File: src/rtl/adder_bist_pkg.sv
// Shared definitions for the 8-bit adder BIST controller.
//   state_t      : controller FSM states
//   LFSR_TAPS    : feedback taps of the right-shifting Fibonacci LFSR
//                  (x^16+x^14+x^13+x^11+1 -> state bits 0,2,3,5)
//   DEFAULT_SEED : LFSR seed used when the top is not overridden
//   CORNER_VEC   : fixed {a,b} operand pairs applied as vectors 0..3
//   lfsr_next    : one LFSR advance
package adder_bist_pkg;

    typedef enum logic [2:0] {
        IDLE   = 3'd0,
        DRIVE  = 3'd1,
        SETTLE = 3'd2,
        CHECK  = 3'd3,
        DONE   = 3'd4
    } state_t;

    localparam logic [15:0] LFSR_TAPS    = 16'h002D;
    localparam logic [15:0] DEFAULT_SEED = 16'hACE1;

    localparam logic [15:0] CORNER_VEC [4] = '{16'h0000, 16'hFF01, 16'hFFFF, 16'hAA55};

    function automatic logic [15:0] lfsr_next(input logic [15:0] s);
        return {^(s & LFSR_TAPS), s[15:1]};
    endfunction

endpackage

File: src/rtl/bist_lfsr16.sv
// 16-bit Fibonacci LFSR pattern source for the adder BIST.
//   clk, rst_n : clock, synchronous active-low reset (reset loads seed)
//   load       : reload state from seed (has priority over enable)
//   enable     : advance one step
//   seed       : reload / reset value, must be non-zero
//   state      : current LFSR state
module bist_lfsr16
    import adder_bist_pkg::*;
(
    input  logic        clk,
    input  logic        rst_n,
    input  logic        load,
    input  logic        enable,
    input  logic [15:0] seed,
    output logic [15:0] state
);

    logic [15:0] state_q;

    always_ff @(posedge clk) begin
        if (!rst_n) begin
            state_q <= seed;
        end else if (load) begin
            state_q <= seed;
        end else if (enable) begin
            state_q <= lfsr_next(state_q);
        end
    end

    assign state = state_q;

endmodule

File: src/rtl/adder_bist8.sv
// Built-in self test controller for an external 8-bit adder.
// Applies four corner vectors followed by LFSR vectors, waits SETTLE_CYC
// cycles per vector, then compares the adder's {cout,sum} with a+b.
//   clk, rst_n          : clock, synchronous active-low reset
//   start, num_vec      : launch a run of num_vec vectors (0 = 256)
//   a_o, b_o            : operands to the adder under test
//   sum_i, cout_i       : adder result, only ever sampled into registers
//   busy, done, pass    : run status
//   err_count           : mismatching vectors, saturates at 255
//   first_fail_a/_b     : operands of the first mismatching vector
//
// state  | meaning
// IDLE   | after reset, waiting for start
// DRIVE  | present next vector on a_o/b_o, advance LFSR
// SETTLE | hold operands SETTLE_CYC cycles
// CHECK  | compare adder result, count errors
// DONE   | results held, waiting for start
module adder_bist8
    import adder_bist_pkg::*;
#(
    parameter int unsigned SETTLE_CYC = 2,
    parameter logic [15:0] SEED       = DEFAULT_SEED
)
(
    input  logic       clk,
    input  logic       rst_n,
    input  logic       start,
    input  logic [7:0] num_vec,
    output logic [7:0] a_o,
    output logic [7:0] b_o,
    input  logic [7:0] sum_i,
    input  logic       cout_i,
    output logic       busy,
    output logic       done,
    output logic       pass,
    output logic [7:0] err_count,
    output logic [7:0] first_fail_a,
    output logic [7:0] first_fail_b
);

    localparam logic [15:0] EFF_SEED    = (SEED == 16'h0000) ? 16'h0001 : SEED;
    localparam logic [3:0]  SETTLE_LOAD = 4'(SETTLE_CYC - 1);

    state_t      state_q, state_d;
    logic [7:0]  idx_q;
    logic [8:0]  vec_count_q;
    logic [3:0]  settle_cnt_q;
    logic [15:0] lfsr_state;
    logic        launch;
    logic        last_vec;
    logic        mismatch;

    assign launch   = start && ((state_q == IDLE) || (state_q == DONE));
    assign last_vec = (({1'b0, idx_q} + 9'd1) == vec_count_q);
    assign mismatch = ({cout_i, sum_i} != ({1'b0, a_o} + {1'b0, b_o}));

    bist_lfsr16 u_lfsr (
        .clk    (clk),
        .rst_n  (rst_n),
        .load   (launch),
        .enable (state_q == DRIVE),
        .seed   (EFF_SEED),
        .state  (lfsr_state)
    );

    always_ff @(posedge clk) begin
        if (!rst_n) begin
            state_q <= IDLE;
        end else begin
            state_q <= state_d;
        end
    end

    always_comb begin
        state_d = state_q;
        busy    = 1'b0;
        done    = 1'b0;
        case (state_q)
            IDLE: begin
                if (start) state_d = DRIVE;
            end
            DRIVE: begin
                busy    = 1'b1;
                state_d = SETTLE;
            end
            SETTLE: begin
                busy = 1'b1;
                if (settle_cnt_q == 4'd0) state_d = CHECK;
            end
            CHECK: begin
                busy    = 1'b1;
                state_d = last_vec ? DONE : DRIVE;
            end
            DONE: begin
                done = 1'b1;
                if (start) state_d = DRIVE;
            end
            default: state_d = IDLE;
        endcase
        pass = done && (err_count == 8'd0);
    end

    always_ff @(posedge clk) begin
        if (!rst_n) begin
            a_o          <= 8'h00;
            b_o          <= 8'h00;
            err_count    <= 8'h00;
            first_fail_a <= 8'h00;
            first_fail_b <= 8'h00;
            idx_q        <= 8'h00;
            vec_count_q  <= 9'd0;
            settle_cnt_q <= 4'd0;
        end else begin
            case (state_q)
                IDLE, DONE: begin
                    if (start) begin
                        err_count    <= 8'h00;
                        first_fail_a <= 8'h00;
                        first_fail_b <= 8'h00;
                        idx_q        <= 8'h00;
                        vec_count_q  <= (num_vec == 8'd0) ? 9'd256 : {1'b0, num_vec};
                    end
                end
                DRIVE: begin
                    // Corners first; the LFSR is stepped on every DRIVE regardless,
                    // so vector k >= 4 sees the seed advanced k times.
                    if (idx_q < 8'd4) begin
                        {a_o, b_o} <= CORNER_VEC[idx_q[1:0]];
                    end else begin
                        {a_o, b_o} <= lfsr_state;
                    end
                    settle_cnt_q <= SETTLE_LOAD;
                end
                SETTLE: begin
                    if (settle_cnt_q != 4'd0) settle_cnt_q <= settle_cnt_q - 4'd1;
                end
                CHECK: begin
                    if (mismatch) begin
                        if (err_count != 8'hFF) err_count <= err_count + 8'd1;
                        // err_count never wraps, so zero means no earlier failure
                        if (err_count == 8'h00) begin
                            first_fail_a <= a_o;
                            first_fail_b <= b_o;
                        end
                    end
                    idx_q <= idx_q + 8'd1;
                end
                default: ;
            endcase
        end
    end

endmodule

File: config.mk
export PLATFORM = sky130hd
export DESIGN_NAME = adder_bist8
export DESIGN_NICKNAME = d
export VERILOG_FILES = /design/src/rtl/adder_bist_pkg.sv /design/src/rtl/bist_lfsr16.sv /design/src/rtl/adder_bist8.sv
export SDC_FILE = /design/constraint.sdc
export NUM_CORES = 1
export LEC_CHECK = 0
export CORE_MARGIN = 5
export CORE_UTILIZATION = 47
export CTS_CLUSTER_DIAMETER = 50
export DETAILED_ROUTE_END_ITERATION = 10
export PLACE_DENSITY_LB_ADDON = 0.3
export SKIP_CTS_REPAIR_TIMING = 1
export SYNTH_ARGS = -nofsm -noshare
export SYNTH_HDL_FRONTEND = slang
export SYNTH_SLANG_ARGS = --single-unit
File: constraint.sdc
create_clock -name clk -period 6.4 [get_ports clk]
set_input_delay 0.64 -clock clk [delete_from_list [all_inputs] [get_ports clk]]
set_output_delay 0.64 -clock clk [all_outputs]
set_load 0.02 [all_outputs]
==> flow_metrics.tcl <==
set metrics [dict create \
    status "finished clean" \
    hold_viol 0 \
    fin_crit_sh_pct 46.5 \
    dp_hpwl_microns 7830 \
    fin_cells 695 \
    tns_ns 0 \
    vias_per_cell 5.87 \
    drv_slew 0 \
    core_sq_um 8760 \
    cts_tree "built" \
    synth_seq_area_share_pct 37.6 \
    synth_top_cell_by_area "dfxtp_1" \
    grt_pass1_wl_microns 18000 \
    slowest_stage "a21oi_4" \
    netlist_instances 538 \
    insertion_delay_ns 0.35 \
    ys_ff_latch 80 \
    final_area_sq_um 5070 \
    worstPathMaxFanout 16 \
    maxCapViolCount 0 \
    fp.dieH_microns 105 \
    synth_area_leaders "dfxtp_1, nand2_1, a21oi_1, ha_1, mux2i_1" \
    holdWs_ns 0.459 \
    cts_buffer_depth 2 \
    rows 34 \
    clock.fmax_mhz 336 \
    clk_pin_slew_ns 0.08 \
    routed_wirelength_microns 10700 \
    leakage_nw 1.85 \
    vias 4078 \
    path_cells "ha_1 > fa_1 > a211oi_2 > o21ai_1 > and3_1 > o21a_2 > a21oi_4 > mux2i_1" \
    ant_nets 0 \
    pwr_density_cell_nw_per_um2 319 \
    synth_edf_count 0 \
    area_growth_syn_to_layout_pct 18.9 \
    grt_pass1_vias 3774 \
    routabilityCongestion 0.914 \
    synthArstFlopShare_pct 0 \
    start_util_pct 48.6 \
    antenna_cells 0 \
    slew_headroom_pct 37.1 \
    portBuffers 62 \
    power.total_w 0.00162 \
    numCtsBuffers 9 \
    fin_crit_ns 2.98 \
    antenna_found_initial 0 \
    die_area_sq_um 11100 \
    root_buffer "clkbuf_8" \
    fin_skew_ns 0.00985 \
    grt_max_degree 58 \
    h-tree-depth 3 \
    synth_warnings 0 \
    worstSetupEndpointType "flip-flop" \
    die_x_microns 105 \
    io_pins 63 \
    dp_cells 679 \
    dr.pass1.iters 5 \
    post_drt_wl_per_cell_microns 15.4 \
    grtUsageTotal_pct 19.4 \
    route.detailed.drc 0 \
    place_area_sq_um 4890 \
    nets 618 \
    synth_ff_type "dfxtp_1" \
    setup_violations 0 \
    peakVddDrop_mv 0.182 \
    worstSetupPathType "reg2reg" \
    clock_sinks 80 \
    netlist-cell-type-count 52 \
    holdCritPathClass "reg2reg" \
    arrival_ns 3.26 \
    drive_above_1_share_pct 4.60 \
    overflow 0 \
    drtIter0Drc 262 \
    synth_area_per_cell_sq_um 7.92 \
    synth_top_area_share_pct 37.6 \
    rsz0062_at_grt "no" \
    worstSetupStartpointType "flip-flop" \
    required_ns 6.68 \
    synthesis.area_sq_um 4260 \
    tightest_slew_ns 0.944 \
    mappedNetlistNets 574 \
    max_stage_delay_ns 0.55 \
]
==> area by class of cell <==
type	count	area (sq um)
clock buffers	10	138
clock inverters	6	35.0
fillers	774	3700
inverters	11	41.3
multi-input cells	416	2480
flip-flops and latches	80	1600
well taps	108	135
repair buffers	64	631
==> cell families after synthesis <==
| family | synth area share (%) |
|---|---|
| and+or+nand+nor | 23.7 |
| muxes | 4.23 |
| DFF | 37.6 |
| xor gates and xnor gates | 5.35 |
| buffers and inverters | 4.17 |
| AOI/OAI and AO/OA | 20.0 |
| adders and majority gates | 4.88 |
==> critical path, delay by kind of cell (launching register included) <==
family,cells,cell delay [ns]
compound gates,4,1.34
simple gates,1,0.25
flops,1,0.34
mux,1,0.27
fa+ha+maj,2,0.70
==> layer usage <==
layer | wire (microns) | track usage, %
met1 | 4850 | 25.4
met2 | 5000 | 30.8
met3 | 629 | 4.69
met4 | 245 | 7.12
met5 | 0 | 0
==> report_power, final <==
| group | switching (W) | internal [W] |
|---|---|---|
| Clock | 0.000184 | 0.000149 |
| Sequential | 0.0000848 | 0.000568 |
| Combinational | 0.000387 | 0.000246 |
| Total | 0.000655 | 0.000963 |
==> layout by cell type, fill, tap and decap left out, types with 10 or more instances in the layout <==
cell type / count
inv_1: 11
nand3_1: 34
xnor2_1: 19
clkbuf_8: 10
ha_1: 15
nor2_1: 39
a21oi_1: 54
o21ai_0: 25
nand2_1: 94
dfxtp_1: 80
clkdlybuf4s50_1: 61
o211ai_1: 12
nor3_1: 10
mux2i_1: 18
==> final timing paths <==
check	slack (ns)	endpoint	from	cells after the start
setup reg to reg	3.42	first_fail_b[5]	a_o[0]	8
setup / recovery	3.42	first_fail_b[5]	a_o[0]	8
hold reg to reg	0.46	first_fail_a[5]	first_fail_a[5]	2
hold / removal	0.46	first_fail_a[5]	first_fail_a[5]	2
==> state kept, by name, summed over array words and instances, names as in the netlist <==
name          cells
settle_cnt_q      4
vec_count_q       9
first_fail_b      8
u_lfsr.state     16
b_o               8
idx_q             8
first_fail_a      8
err_count         8
a_o               8
state_q           3
==> synthesized netlist by cell type (3+ instances only) <==
cell type and number:
mux2i_1 18, and3_1 9, o21ai_0 25, buf_2 3
a211oi_1 7, inv_1 11, nand4_1 4, nand3b_1 5
xnor2_1 19, o211ai_1 12, nor4_1 5, xor2_1 7
ha_1 15, a21oi_1 54, o21ai_1 4, dfxtp_1 80
a31oi_1 5, nand3_1 34, clkbuf_1 27, o21a_1 7
nand2_1 94, nor3_1 11, and2_1 5, nor2_1 39
==> metrics by stage <==
stage	util [%]	setup WS, ns
after floorplan	-	3.74
after global placement	55.8	3.52
after detailed placement	55.8	3.41
after CTS	57.8	3.41
after global routing	57.8	3.22
final	57.8	3.42
Note: power is estimated with default switching activity, not from simulation.
